### src/rtl/uart_pkg.sv
// Shared UART definitions: frame constants, receiver state encoding and baud divider helper.
package uart_pkg;

  localparam int unsigned DataBits = 8;
  localparam int unsigned StopBits = 1;

  typedef enum logic [2:0] {
    StIdle  = 3'd0,
    StStart = 3'd1,
    StData  = 3'd2,
    StStop  = 3'd3,
    StBreak = 3'd4
  } uart_state_e;

  typedef struct packed {
    logic [31:0] divider;
    logic [31:0] half;
  } baud_cfg_t;

  function automatic baud_cfg_t calc_baud(input int unsigned clk_freq,
                                          input int unsigned baud_rate);
    baud_cfg_t cfg;
    cfg.divider = clk_freq / baud_rate;
    cfg.half    = cfg.divider / 2;
    return cfg;
  endfunction

endpackage

### src/rtl/sync_2ff.sv
// Two-flop synchroniser for a single asynchronous input with a configurable reset value.
module sync_2ff #(
  parameter bit ResetVal = 1'b0
) (
  input  logic clk_i,
  input  logic rst_ni,
  input  logic d_i,
  output logic q_o
);

  logic meta_d, meta_q;
  logic sync_d, sync_q;

  always_comb begin
    meta_d = d_i;
    sync_d = meta_q;
  end

  always_ff @(posedge clk_i or negedge rst_ni) begin
    if (!rst_ni) begin
      meta_q <= ResetVal;
      sync_q <= ResetVal;
    end else begin
      meta_q <= meta_d;
      sync_q <= sync_d;
    end
  end

  assign q_o = sync_q;

endmodule

### src/rtl/uart_rx.sv
// 8N1 UART receiver: mid-bit sampling, start-glitch rejection, framing-error and break handling.
module uart_rx
  import uart_pkg::*;
#(
  parameter int unsigned CLK_FREQ  = 100_000_000,
  parameter int unsigned BAUD_RATE = 115_200
) (
  input  logic       clk,
  input  logic       rst_n,
  input  logic       i_rx,
  output logic [7:0] o_data,
  output logic       o_valid,
  output logic       o_frame_err,
  output logic       o_busy
);

  localparam baud_cfg_t   Cfg     = calc_baud(CLK_FREQ, BAUD_RATE);
  localparam int unsigned Divider = Cfg.divider;
  localparam int unsigned Half    = Cfg.half;

  if (Divider < 4 || Divider > 65535) begin : gen_bad_divider
    $error("uart_rx: CLK_FREQ/BAUD_RATE must be in [4, 65535]");
  end

  localparam logic [15:0] DivLast  = 16'(Divider - 1);
  localparam logic [15:0] HalfLast = 16'(Half - 1);
  localparam logic [3:0]  LastBit  = 4'(DataBits - 1);

  logic rx_s;

  sync_2ff #(
    .ResetVal(1'b1)
  ) u_sync (
    .clk_i (clk),
    .rst_ni(rst_n),
    .d_i   (i_rx),
    .q_o   (rx_s)
  );

  uart_state_e         state_d, state_q;
  logic [15:0]         cnt_d, cnt_q;
  logic [3:0]          idx_d, idx_q;
  logic [DataBits-1:0] shift_d, shift_q;
  logic [7:0]          data_d, data_q;
  logic                valid_d, valid_q;
  logic                ferr_d, ferr_q;
  logic                busy_d, busy_q;

  always_comb begin
    state_d = state_q;
    cnt_d   = cnt_q;
    idx_d   = idx_q;
    shift_d = shift_q;
    data_d  = data_q;
    valid_d = 1'b0;
    ferr_d  = 1'b0;

    case (state_q)
      StIdle: begin
        cnt_d = '0;
        idx_d = '0;
        if (!rx_s) state_d = StStart;
      end
      StStart: begin
        if (cnt_q == HalfLast) begin
          cnt_d   = '0;
          // A line that is high again at mid-start-bit was only a glitch.
          state_d = rx_s ? StIdle : StData;
        end else begin
          cnt_d = cnt_q + 16'd1;
        end
      end
      StData: begin
        if (cnt_q == DivLast) begin
          cnt_d   = '0;
          shift_d = {rx_s, shift_q[DataBits-1:1]};
          idx_d   = idx_q + 4'd1;
          if (idx_q == LastBit) state_d = StStop;
        end else begin
          cnt_d = cnt_q + 16'd1;
        end
      end
      StStop: begin
        if (cnt_q == DivLast) begin
          cnt_d = '0;
          if (rx_s) begin
            data_d  = shift_q;
            valid_d = 1'b1;
            state_d = StIdle;
          end else begin
            ferr_d  = 1'b1;
            state_d = StBreak;
          end
        end else begin
          cnt_d = cnt_q + 16'd1;
        end
      end
      StBreak: begin
        if (rx_s) state_d = StIdle;
      end
      default: begin
        state_d = StIdle;
        cnt_d   = '0;
        idx_d   = '0;
      end
    endcase

    busy_d = (state_d != StIdle);
  end

  always_ff @(posedge clk or negedge rst_n) begin
    if (!rst_n) begin
      state_q <= StIdle;
      cnt_q   <= '0;
      idx_q   <= '0;
      shift_q <= '0;
      data_q  <= '0;
      valid_q <= 1'b0;
      ferr_q  <= 1'b0;
      busy_q  <= 1'b0;
    end else begin
      state_q <= state_d;
      cnt_q   <= cnt_d;
      idx_q   <= idx_d;
      shift_q <= shift_d;
      data_q  <= data_d;
      valid_q <= valid_d;
      ferr_q  <= ferr_d;
      busy_q  <= busy_d;
    end
  end

  assign o_data      = data_q;
  assign o_valid     = valid_q;
  assign o_frame_err = ferr_q;
  assign o_busy      = busy_q;

endmodule

### config.mk
export PLATFORM = sky130hd
export DESIGN_NAME = uart_rx
export DESIGN_NICKNAME = d
export VERILOG_FILES = /design/src/rtl/uart_pkg.sv /design/src/rtl/sync_2ff.sv /design/src/rtl/uart_rx.sv
export SDC_FILE = /design/constraint.sdc
export NUM_CORES = 1
export LEC_CHECK = 0
export CORE_MARGIN = 2
export CORE_UTILIZATION = 40
export DETAILED_ROUTE_END_ITERATION = 12
export PLACE_DENSITY_LB_ADDON = 0.1
export SYNTH_ARGS = -nofsm -noshare
export SYNTH_HDL_FRONTEND = slang
export SYNTH_SLANG_ARGS = --single-unit
### constraint.sdc
create_clock -name clk -period 5.51 [get_ports clk]
set_input_delay 0.551 -clock clk [delete_from_list [all_inputs] [get_ports clk]]
set_output_delay 0.551 -clock clk [all_outputs]
set_load 0.1 [all_outputs]
=== Yosys cells after proc, flatten, opt, wreduce, memory -nomap -nowiden ===
Cells that the tools add are included.

* Add/sub/neg operators: 2
* Multiplexer cells: 20
* Equal/unequal tests: 8
* Bitwise gates (word level): 1
* Reductions and logical operators: 7

{| class="wikitable"
|+ Operators with widths
! operator !! count
|-
| 16-bit case mux with 3 select lines || 1
|-
| 16-bit 2-to-1 mux || 2
|-
| 3-bit 2-to-1 mux || 7
|-
| 16-bit by 1-bit adder with 16-bit output, second input constant || 1
|-
| 16-bit by 10-bit == test with 1-bit output, second input constant || 1
|-
| 16-bit by 9-bit == test with 1-bit output, second input constant || 1
|-
| 3-bit case mux with 5 select lines || 1
|-
| 4-bit case mux with 2 select lines || 1
|-
| 3-bit by 2-bit == test with 1-bit output, second input constant || 2
|-
| 1-bit 2-to-1 mux || 6
|-
| 4-bit by 1-bit adder with 4-bit output, second input constant || 1
|-
| 4-bit by 3-bit == test with 1-bit output, second input constant || 1
|-
| 4-bit 2-to-1 mux || 1
|-
| 2-bit AND reduction || 2
|-
| 3-bit by 1-bit == test with 1-bit output, second input constant || 1
|-
| 3-bit == test, second input constant || 1
|-
| 3-bit zero test || 1
|-
| 3-bit AND reduction || 1
|-
| 3-bit nonzero test || 1
|-
| 3-bit OR reduction || 1
|-
| 2-bit 2-to-1 mux || 1
|-
| 2-bit != test, second input constant || 1
|-
| 2-bit OR reduction || 1
|-
| 1-bit inverter || 1
|}

* Output and inout port bits: 11
* Logic and storage cells: 48
* Bits of input ports: 3
* Register bits after elaboration: 44

=== Longest topological paths before layout ===
Gate-level depths: netlist (run 1).

* Depth after elaboration: 5
* Mapped depth: 7
* Mapped depth without buffers: 7

=== By module ===
From an unflattened synthesis (run 1), not the netlist that was laid out.

* Cell total of the unflattened synthesis: 209
* Area, all modules: 2,234.6 um^2

{| class="wikitable"
|+ By module, submodules not included
! module !! cells an instance !! area each (um^2) !! times used !! sequential area each (um^2)
|-
| uart_rx || 207 || 2,182.1 || 1 || 1,051.0
|-
| sync_2ff || 2 || 52.6 || 1 || 52.6
|}

=== Worst setup path after synthesis (run 1) ===
Ideal clock, no wire load.

* Kind: register -> register
* Start: reg cnt_q[0]
* End: reg data_q[4], in the netlist o_data[4]
* Slack: 3.226 ns
* Buffers on the path: 0
* Library setup time: 0.128 ns
* Period minus slack after synthesis: 2.284 ns
* Arrival time: 2.156 ns
* Stages on the path, launching flop included: 6
* Required time: 5.382 ns
* Path through: dfrtp_1 -> ha_1 -> or3b_1 -> nor4_4 -> nand4_4 -> mux2_1

* Word-level cells in the longest chain between the ends: 2

{| class="wikitable"
|+ RTL lines
! what !! line !! source
|-
| start: declaration || uart_rx.sv:41 || <nowiki>logic [15:0] cnt_d, cnt_q;</nowiki>
|-
| start signal: assignment || uart_rx.sv:123 || <nowiki>cnt_q <= cnt_d;</nowiki>
|-
| 16-bit by 10-bit == test with 1-bit output || uart_rx.sv:84 || <nowiki>if (cnt_q == DivLast) begin</nowiki>
|-
| 3-bit AND reduction (no source line) || - ||
|-
| end signal: assignment || uart_rx.sv:126 || <nowiki>data_q <= data_d;</nowiki>
|-
| end: declaration || uart_rx.sv:44 || <nowiki>logic [7:0] data_d, data_q;</nowiki>
|}

Every way passes these cells.
A chain may end at the register's enable or synchronous reset.

=== Final worst setup path (run 1) ===
* Start: reg cnt_q[0]
* End: reg cnt_q[5]

* Word-level cells in the longest chain between the ends: 3
* Elaborated cells on any way between the ends: 6
* Those cells by class: add/sub (1); eq/ne (2); mux (3)

{| class="wikitable"
|+ RTL lines
! what !! line !! source
|-
| 16-bit by 1-bit adder with 16-bit output (tied with other cells) || uart_rx.sv:70, uart_rx.sv:80, uart_rx.sv:95 ||
|-
| 16-bit 2-to-1 mux, on equally long branches || uart_rx.sv:74, uart_rx.sv:84, uart_rx.sv:65 ||
|-
| 16-bit case mux with 3 select lines (*) || uart_rx.sv:58 || <nowiki>case (state_q)</nowiki>
|}

Mark *: on every way between the ends. The rest lies on a longest branch, timed or not.

==> load_flow_metrics.sql, run 1 <==
INSERT INTO impl_metrics (metric_group, metric, value, unit) VALUES
('clocking', 'clkSinkCount', '44', ''),
('floorplan', 'design.die.area', '5900', 'sq um'),
('logic_synthesis', 'synthesis.yosys.warnings', '0', ''),
('place', 'gp_routability_congestion', '0.827', ''),
('hold_path', 'worstHoldPathCells', '0', ''),
('power_and_ir_drop', 'vdd_drop_max', '0.132', 'mV'),
('logic_synthesis', 'seq_total_area_yosys', '52.1', '%'),
('clocking', 'root_buffer', 'clkbuf_8', ''),
('clocking', 'worstSkewPairLatency', '300', 'ps'),
('logic_synthesis', 'ys_seq_elements', '44', ''),
('logic_synthesis', 'post_synth.cell_area_avg', '11.0', 'sq um'),
('setup_path', 'critical_path_required', '5690', 'ps'),
('clocking', 'cts_tree', 'built', ''),
('setup_path', 'timing.rr.start', 'cnt_q[0]', ''),
('timing', 'period_needed', '2650', 'ps'),
('floorplan', 'top_level_ports', '14', ''),
('route', 'dr_wl_met3', '136', 'um'),
('layout', 'antennaDiodeCount', '0', ''),
('flow_run', 'cap_viol_max_count', '0', ''),
('layout', 'layoutNonFillerInstCount', '278', ''),
('global_routing', 'first_global_vias', '1493', ''),
('global_routing', 'grt_remaining_overflow', '0', ''),
('run_status', 'run_status', 'finished, final reports clean', ''),
('route', 'avgViaCountPerCell', '5.37', ''),
('power_and_ir_drop', 'leakagePower', '0.00105', 'uW'),
('timing', 'rsz0062_at_grt', 'no', ''),
('route', 'violation_count_after_the_first_detailed_routing_iteration', '80', ''),
('global_routing', 'antenna_found_initial', '0', ''),
('timing', 'setup_tns', '0', 'ps'),
('clocking', 'cts-htree-levels', '2', ''),
('logic_synthesis', 'syn-num-nets', '198', ''),
('setup_path', 'timing.critical_path.fanout_max', '9', ''),
('route', 'met1_wl', '1960', 'um'),
('logic_synthesis', 'yosys.cell_types.count', '45', ''),
('floorplan', 'start_util', '41.5', '%'),
('place', 'dpl.hpwl', '2780', 'um'),
('route', 'drt.antenna.violating_nets', '0', ''),
('power_and_ir_drop', 'total_power', '530', 'uW'),
('route', 'avgRoutedWirePerCell', '14.6', 'um'),
('layout', 'multi_input_comb_area', '967', 'sq um'),
('route', 'routed-wl-met2', '1930', 'um'),
('power_and_ir_drop', 'powerDensity', '221', 'nW/um^2'),
('logic_synthesis', 'synth.area.top_cells', 'dfrtp_1 (50%), mux2_2 (6.9%), nand2_1 (3.5%), nand3_1 (2.8%), dfstp_2 (2.5%)', ''),
('setup_path', 'reg2reg_setup_slack', '2860', 'ps'),
('floorplan', 'overall_die_height', '76.8', 'um'),
('timing', 'fmax', '377', 'MHz'),
('setup_path', 'timing.critical_path.cells', 'ha_1 -> or3b_1 -> nor4_4 -> o32ai_2 -> nor2_4 -> nor2_1', ''),
('route', 'dr.pass1.iters', '4', ''),
('timing', 'hold_violations', '0', ''),
('clocking', 'cts.reportedPaths.clkPinSlew', '80', 'ps'),
('place', 'port_buffers', '13', ''),
('clocking', 'postCtsSetupRepairBufs', '0', ''),
('global_routing', 'grt_start_max_net_pins', '45', ''),
('timing', 'worst_clock_skew', '7.97', 'ps'),
('global_routing', 'global_route_wire_length_before_repair', '7280', 'um'),
('place', 'placedCellCount', '270', ''),
('clocking', 'numCtsBuffers', '5', ''),
('logic_synthesis', 'post_synth_instance_area', '2120', 'sq um'),
('timing', 'final_max_slew_viol_count', '0', ''),
('timing', 'report.final.setup_viol', '0', ''),
('timing', 'slew_headroom', '35.0', '%'),
('floorplan', 'design.core.area', '5110', 'sq um'),
('setup_path', 'r2r_cells', '6', ''),
('hold_path', 'hp-class', 'register to register', ''),
('setup_path', 'crit_path_top_delay_cell', 'nor4_4', ''),
('logic_synthesis', 'synth_cells', '192', ''),
('floorplan', 'horiz_die_dim', '76.8', 'um'),
('route', 'remaining_drc_errors', '0', ''),
('route', 'routed.top_layer', 'met4', ''),
('setup_path', 'worst_path_largest_cell_delay', '640', 'ps'),
('clocking', 'cts_buffer_depth', '2', '');
-- sequential cells by signal (all words and copies together), names as in the netlist --
signal and cells:
cnt_q 16, idx_q 4, o_busy 1, o_data 8
o_frame_err 1, o_valid 1, shift_q 8, state_q 3
u_sync.meta_q 1, u_sync.q_o 1
-- per-layer routing --
metal / vias up / track usage, %
li1: 723 / -
met1: 739 / 20.9
met2: 25 / 23.4
met3: 6 / 3.88
met4: 0 / 4.73
met5: - / 0
-- critical path: cells and delay by family (launching register included) --
| family | cells | cell delay [ps] |
|---|---|---|
| flops | 1 | 470 |
| fa+ha+maj | 1 | 320 |
| simple gates | 4 | 1400 |
| compound gates | 1 | 360 |
-- per-stage QoR --
| step | setup slack [ps] | util [%] | hold WS, ps | instance area, sq um |
|---|---|---|---|---|
| 6_report | 2860 | 47.0 | 360 | 2400 |
| 5_1_grt | 2670 | 47.0 | 365 | 2400 |
| 4_1_cts | 2870 | 47.0 | 362 | 2400 |
| 3_5_place_dp | 2880 | 45.3 | 350 | 2310 |
| 3_3_place_gp | 3020 | 45.3 | 346 | 2310 |
| 2_1_floorplan | 3230 | - | 255 | 2120 |
-- cells in the mapped netlist (all sizes together) --
| master | count |
|---|---|
| dfrtp | 42 |
| nand2 | 20 |
| mux2 | 16 |
| nand3 | 13 |
| nor2 | 12 |
| a21oi | 10 |
| inv | 8 |
| nand4 | 7 |
| or3 | 6 |
| xor2 | 6 |
| clkbuf | 5 |
| nand2b | 4 |
| nor4 | 4 |
| o21ai | 4 |
| ha | 3 |
| o21a | 3 |
| o32ai | 3 |
| a22oi | 2 |
| dfstp | 2 |
| nor2b | 2 |
| nor3 | 2 |
| o2bb2ai | 2 |
| or4 | 2 |
| a211o | 1 |
| a31oi | 1 |
| and2 | 1 |
| and3 | 1 |
| and4 | 1 |
| mux2i | 1 |
| nor3b | 1 |
| o22ai | 1 |
| o31a | 1 |
| o31ai | 1 |
| o32a | 1 |
| or3b | 1 |
| or4bb | 1 |
| xnor2 | 1 |
-- layout by cell type, fill, tap and decap left out, drive strengths merged, types with 2 or more instances in the layout --
| cell | count |
|---|---|
| dfstp | 2 |
| clkbuf | 6 |
| inv | 8 |
| nand4 | 7 |
| clkdlybuf4s50 | 12 |
| o32ai | 3 |
| a22oi | 2 |
| o21ai | 4 |
| dfrtp | 42 |
| xor2 | 6 |
| nand2b | 4 |
| ha | 3 |
| nor2 | 12 |
| nand2 | 20 |
| or3 | 6 |
| or4 | 2 |
| mux2 | 16 |
| nor4 | 4 |
| nor3 | 2 |
| nor2b | 2 |
| o2bb2ai | 2 |
| a21oi | 10 |
| o21a | 3 |
| nand3 | 13 |
-- cell type report --
class,instances,area share (%)
Inverter,8,1.25
Clock buffer,6,3.03
Multi-Input combinational cell,135,40.3
Tap cell,70,3.65
Sequential cell,44,46.0
Timing Repair Buffer,13,5.22
Clock inverter,2,0.522
-- power breakdown --
| part | switching (uW) | leakage (uW) | total, uW | internal [uW] |
|---|---|---|---|---|
| Combinational | 6.30 | 0.000420 | 7.28 | 0.985 |
| Clock | 109 | 0.0000412 | 197 | 88.7 |
| Sequential | 1.03 | 0.000588 | 325 | 324 |
-- worst max-delay path by stage --
stage,startpoint,endpoint,slack (ps),depth (start not counted)
6_report,cnt_q[0],cnt_q[5],2860,6
3_5_place_dp,cnt_q[0],cnt_q[8],2880,6
5_1_grt,cnt_q[0],cnt_q[6],2670,6
2_1_floorplan,cnt_q[0],o_data[4],3230,5
4_1_cts,cnt_q[0],cnt_q[8],2870,6
3_3_place_gp,cnt_q[0],cnt_q[8],3020,6
-- cells by family after synthesis --
kind of cell	count (synthesis)	synth area share, %
mux	17	8.97
fa+ha+maj	3	1.77
buf+inv	13	2.30
flops	44	52.1
compound gates	30	9.74
xor+xnor	7	2.89
simple gates	78	22.3
No activity file was read; power rests on OpenSTA's default activity.
==> inputs of run 2 (changes only) <==
clock period = 2.6 ns   (was 5.51 ns; I/O delays follow)
==> load_flow_metrics.sql, run 2 (synthesis results as in run 1) <==
INSERT INTO impl_metrics (metric_group, metric, value, unit) VALUES
('run_status', 'run_status', 'finished, final reports clean', ''),
('setup_path', 'reg2reg_setup_slack', '310', 'ps'),
('route', 'drt.antenna.violating_nets', '0', ''),
('power_and_ir_drop', 'total_power', '1120', 'uW'),
('floorplan', 'start_util', '41.5', '%'),
('route', 'avgRoutedWirePerCell', '14.3', 'um'),
('floorplan', 'horiz_die_dim', '76.8', 'um'),
('timing', 'setup_tns', '0', 'ps'),
('route', 'dr.pass1.iters', '4', ''),
('global_routing', 'first_global_vias', '1544', ''),
('clocking', 'root_buffer', 'clkbuf_8', ''),
('floorplan', 'design.die.area', '5900', 'sq um'),
('layout', 'antennaDiodeCount', '0', ''),
('place', 'port_buffers', '13', ''),
('timing', 'rsz0062_at_grt', 'no', ''),
('place', 'gp_routability_congestion', '0.850', ''),
('timing', 'portion_of_the_clock_cycle_consumed_by_the_worst_path_in_the_final_layout', '88.0', '%'),
('setup_path', 'setup.worst_path.end_class', 'register', ''),
('setup_path', 'worst_path_largest_cell_delay', '450', 'ps'),
('clocking', 'cts.reportedPaths.clkPinSlew', '90', 'ps'),
('setup_path', 'timing.critical_path.fanout_max', '9', ''),
('clocking', 'postCtsSetupRepairBufs', '0', ''),
('global_routing', 'grt_remaining_overflow', '0', ''),
('route', 'remaining_drc_errors', '0', ''),
('timing', 'hold_violations', '0', ''),
('setup_path', 'timing.rr.start', 'cnt_q[0]', ''),
('clocking', 'clkSinkCount', '44', ''),
('global_routing', 'antenna_found_initial', '0', ''),
('global_routing', 'global_route_wire_length_before_repair', '7380', 'um'),
('route', 'avgViaCountPerCell', '5.37', ''),
('timing', 'final_max_slew_viol_count', '0', ''),
('power_and_ir_drop', 'leakagePower', '0.00109', 'uW'),
('floorplan', 'std_cell_rows', '26', ''),
('route', 'violation_count_after_the_first_detailed_routing_iteration', '61', ''),
('layout', 'regMostFlops', 'cnt_q', ''),
('clocking', 'cts-htree-levels', '2', ''),
('setup_path', 'nature_of_the_critical_path_startpoint', 'register', ''),
('timing', 'worst_clock_skew', '12.1', 'ps'),
('setup_path', 'critical_path.top_delay_family', 'simple AND/OR/NAND/NOR gates', ''),
('clocking', 'cts_buffer_depth', '2', ''),
('clocking', 'post_cts_hold_buffer_count', '0', ''),
('layout', 'top_library_cells_by_usage_in_the_layout_fill_and_taps_aside', 'dfrtp_1 (42), nand2_1 (20), buf_4 (15)', ''),
('floorplan', 'overall_die_height', '76.8', 'um'),
('clocking', 'worstSkewPairLatency', '300', 'ps'),
('setup_path', 'setup.worst_path.end', 'cnt_q[15]', ''),
('layout', 'number_of_flip_flops_under_the_largest_register_name', '16', ''),
('floorplan', 'design.core.area', '5110', 'sq um'),
('setup_path', 'crit_path_start', 'cnt_q[0]', ''),
('timing', 'report.final.setup_viol', '0', ''),
('global_routing', 'grt_start_max_net_pins', '45', ''),
('clocking', 'numCtsBuffers', '5', ''),
('floorplan', 'top_level_ports', '14', ''),
('hold_path', 'hp-class', 'input pin to asynchronous set/reset pin', ''),
('flow_run', 'cap_viol_max_count', '0', ''),
('layout', 'area_growth_syn_to_layout', '13.3', '%'),
('place', 'dpl.hpwl', '2900', 'um'),
('timing', 'fmax', '437', 'MHz'),
('clocking', 'cts_tree', 'built', ''),
('setup_path', 'worst-path-stages', '7', ''),
('setup_path', 'crit_path_top_delay_cell', 'dfrtp_1', ''),
('layout', 'finish.net_count', '217', ''),
('route', 'routed-via-count', '1514', ''),
('setup_path', 'critical_path_required', '2780', 'ps'),
('setup_path', 'path_class', 'register to register', ''),
('timing', 'slew_headroom', '35.9', '%'),
('setup_path', 'r2r_cells', '7', ''),
('setup_path', 'regToRegEndpoint', 'cnt_q[15]', ''),
('setup_path', 'timing.critical_path.cells', 'ha_1 -> or3b_1 -> nor4_4 -> buf_4 -> o32a_1 -> or3_1 -> nand3_1', ''),
('layout', 'fraction_of_final_layout_cells_sized_beyond_drive_strength_1', '22.2', '%'),
('setup_path', 'critical_path.n_buffers_inverters', '1', ''),
('timing', 'period_needed', '2290', 'ps'),
('route', 'detail_route.wirelength', '4040', 'um'),
('power_and_ir_drop', 'vdd_drop_max', '0.225', 'mV'),
('timing', 'worst-slew-pin-transition', '961', 'ps'),
('power_and_ir_drop', 'powerDensity', '467', 'nW/um^2'),
('clocking', 'ctsResizeCount', '0', ''),
('setup_path', 'critPathArrivalTime', '2470', 'ps'),
('global_routing', 'globalRouteTotalUtil', '15.7', '%'),
('layout', 'final_common_cell', 'dfrtp_1', '');
-- run 2: metal layers --
metal / global-route usage [%] / routed length [um] / vias up
met5: 0 / 0 / -
met2: 24.6 / 1960 / 13
met4: 5.64 / 70 / 0
met3: 3.88 / 100 / 8
met1: 21.2 / 1910 / 761
li1: - / - / 732
-- run 2: area by class of cell --
class | instances | area (sq um)
fillers | 485 | 2710
flip-flops and latches | 44 | 1100
multi-input cells | 135 | 967
repair buffers | 17 | 128
well taps | 70 | 87.6
clock buffers | 6 | 72.6
inverters | 8 | 30.0
clock inverters | 2 | 12.5
-- run 2: metrics by stage --
stage | setup slack [ps] | hold WS [ps] | utilization, % | cells | area, sq um
2_1_floorplan | 316 | -35.6 | - | 192 | 2120
3_3_place_gp | 369 | 348 | 45.3 | 274 | 2320
3_5_place_dp | 288 | 348 | 45.3 | 274 | 2320
4_1_cts | 286 | 159 | 47.0 | 282 | 2400
5_1_grt | 151 | 192 | 47.0 | 282 | 2400
6_report | 312 | 109 | 47.0 | 282 | 2400
-- run 2: worst min-delay path by stage --
stage / cells past startpoint / end
2_1_floorplan: 0 / cnt_q[0]
3_3_place_gp: 0 / u_sync.q_o
3_5_place_dp: 0 / u_sync.q_o
4_1_cts: 1 / idx_q[2]
5_1_grt: 1 / idx_q[2]
6_report: 1 / cnt_q[3]
-- run 2: power by group --
| group | internal (uW) | switching (uW) | total, uW |
|---|---|---|---|
| Sequential | 687 | 2.21 | 689 |
| Combinational | 2.09 | 13.2 | 15.3 |
| Clock | 188 | 230 | 418 |
| Total | 877 | 245 | 1120 |
==> inputs of run 3 (changes only) <==
CORE_UTILIZATION = 60   (was 40)
clock period = 2.93 ns   (was 2.6 ns; I/O delays follow)
==> load_flow_metrics.sql, run 3 (synthesis results as in run 1) <==
INSERT INTO impl_metrics (metric_group, metric, value, unit) VALUES
('global_routing', 'globalRouteTotalUtil', '22.5', '%'),
('timing', 'hold_violations', '0', ''),
('clocking', 'clkSinkCount', '44', ''),
('global_routing', 'grt_remaining_overflow', '0', ''),
('power_and_ir_drop', 'vdd_drop_max', '0.448', 'mV'),
('layout', 'fraction_of_final_layout_cells_sized_beyond_drive_strength_1', '21.1', '%'),
('global_routing', 'global_routing_usage_on_met1', '31.0', '%'),
('route', 'drt.antenna.violating_nets', '0', ''),
('global_routing', 'top_usage_layer', 'met2', ''),
('setup_path', 'critPathArrivalTime', '2860', 'ps'),
('route', 'detail_route.wirelength', '3950', 'um'),
('layout', 'final_common_cell', 'dfrtp_1', ''),
('layout', 'number_of_flip_flops_under_the_largest_register_name', '16', ''),
('route', 'routed-via-count', '1517', ''),
('timing', 'portion_of_the_clock_cycle_consumed_by_the_worst_path_in_the_final_layout', '89.5', '%'),
('route', 'dr.pass1.iters', '4', ''),
('timing', 'worst-slew-pin-transition', '908', 'ps'),
('setup_path', 'path_class', 'register to register', ''),
('clocking', 'cts_tree', 'built', ''),
('power_and_ir_drop', 'powerDensity', '424', 'nW/um^2'),
('global_routing', 'first_global_vias', '1502', ''),
('setup_path', 'r2r_cells', '6', ''),
('timing', 'final_max_slew_viol_count', '0', ''),
('floorplan', 'design.core.area', '3360', 'sq um'),
('clocking', 'cts.reportedPaths.clkPinSlew', '130', 'ps'),
('floorplan', 'horiz_die_dim', '63.4', 'um'),
('place', 'post-place-ws', '364', 'ps'),
('place', 'port_buffers', '13', ''),
('timing', 'period_needed', '2620', 'ps'),
('setup_path', 'regToRegEndpoint', 'cnt_q[7]', ''),
('setup_path', 'setup.worst_path.end_class', 'register', ''),
('floorplan', 'overall_die_height', '63.4', 'um'),
('place', 'dpl.hpwl', '2830', 'um'),
('route', 'violation_count_after_the_first_detailed_routing_iteration', '142', ''),
('clocking', 'worstSkewPairLatency', '350', 'ps'),
('layout', 'antennaDiodeCount', '0', ''),
('timing', 'report.final.setup_viol', '0', ''),
('run_status', 'run_status', 'finished, final reports clean', ''),
('floorplan', 'std_cell_rows', '21', ''),
('global_routing', 'gr-usage-met2', '34.9', '%'),
('setup_path', 'reg2reg_setup_slack', '310', 'ps'),
('timing', 'rsz0062_at_grt', 'no', ''),
('global_routing', 'grt_use_met3', '6.79', '%'),
('timing', 'worst_clock_skew', '10.6', 'ps'),
('floorplan', 'start_util', '63.0', '%'),
('route', 'avgViaCountPerCell', '5.95', ''),
('setup_path', 'critical_path_required', '3170', 'ps'),
('timing', 'finalWorstSetupSlack', '307', 'ps'),
('timing', 'slew_headroom', '39.4', '%'),
('route', 'remaining_drc_errors', '0', ''),
('floorplan', 'design.die.area', '4020', 'sq um'),
('hold_path', 'hp-class', 'input pin to asynchronous set/reset pin', ''),
('timing', 'setup_tns', '0', 'ps'),
('global_routing', 'grt_start_max_net_pins', '45', ''),
('timing', 'fmax', '381', 'MHz'),
('clocking', 'post_cts_hold_buffer_count', '0', ''),
('clocking', 'cts-htree-levels', '2', ''),
('clocking', 'ctsResizeCount', '0', ''),
('clocking', 'postCtsSetupRepairBufs', '0', ''),
('route', 'avgRoutedWirePerCell', '15.5', 'um'),
('floorplan', 'top_level_ports', '14', ''),
('flow_run', 'cap_viol_max_count', '0', ''),
('setup_path', 'nature_of_the_critical_path_startpoint', 'register', ''),
('clocking', 'cts_buffer_depth', '2', ''),
('layout', 'finish.net_count', '214', ''),
('clocking', 'root_buffer', 'clkbuf_4', ''),
('place', 'gp_routability_congestion', '0.962', ''),
('layout', 'regMostFlops', 'cnt_q', ''),
('clocking', 'numCtsBuffers', '5', ''),
('layout', 'top_library_cells_by_usage_in_the_layout_fill_and_taps_aside', 'dfrtp_1 (42), nand2_1 (20), mux2_2 (13)', ''),
('power_and_ir_drop', 'leakagePower', '0.00108', 'uW'),
('layout', 'area_growth_syn_to_layout', '10.4', '%'),
('global_routing', 'antenna_found_initial', '0', ''),
('setup_path', 'timing.rr.start', 'cnt_q[0]', ''),
('global_routing', 'global_route_wire_length_before_repair', '7000', 'um'),
('setup_path', 'timing.critical_path.fanout_max', '9', '');
-- run 3: cell count changes in the layout (fill, tap and decap cells not counted) --
cell / before / now
clkbuf_4: 0 / 5
clkbuf_8: 5 / 0
buf_4: 15 / 12
bufinv_16: 0 / 1
clkinvlp_4: 1 / 0
-- run 3: worst max-delay path: stages (launching register included) --
cell,delay [ps]
dfrtp_1,470
ha_1,310
or3b_1,420
nor4_4,630
o32ai_2,340
nor2_4,250
nor2_1,80
-- run 3: how the worst max path moves through the flow --
stage / from / to / slack [ps]
final: cnt_q[0] / cnt_q[7] / 310
after global routing: cnt_q[0] / cnt_q[7] / 130
after global placement: cnt_q[0] / o_data[5] / 490
after floorplan: cnt_q[0] / o_data[4] / 650
after detailed placement: cnt_q[0] / cnt_q[8] / 360
after CTS: cnt_q[0] / cnt_q[7] / 330
-- run 3: layout make-up --
class,instances,area [sq um]
clock buffers,6,41.3
clock inverters,2,35.0
fillers,277,1020
inverters,8,30.0
multi-input cells,135,967
flip-flops and latches,44,1100
well taps,46,57.6
repair buffers,14,105
-- run 3: through the flow --
stage	std cells	hold WS, ps	power, uW	area [sq um]	util, %
after floorplan	192	-2.59	623	2120	-
after global placement	247	348	637	2260	67.3
after global routing	255	115	1040	2340	69.6
final	255	53.9	992	2340	69.6
after detailed placement	247	355	638	2260	67.3
after CTS	255	83.0	1000	2340	69.6
-- run 3: per-layer routing --
| layer | wire length, um | up-vias | part of all wire, % |
|---|---|---|---|
| li1 | - | 725 | - |
| met1 | 1720 | 736 | 44 |
| met2 | 1960 | 54 | 50 |
| met3 | 232 | 2 | 5.9 |
| met4 | 27 | 0 | 0.68 |
| met5 | 0 | - | 0 |
-- run 3: power by group --
part           total, uW  switching, uW  internal, uW
logic               12.9           11.1          1.84
clock network        368            189           179
registers            612           2.14           610
total                992            202           791
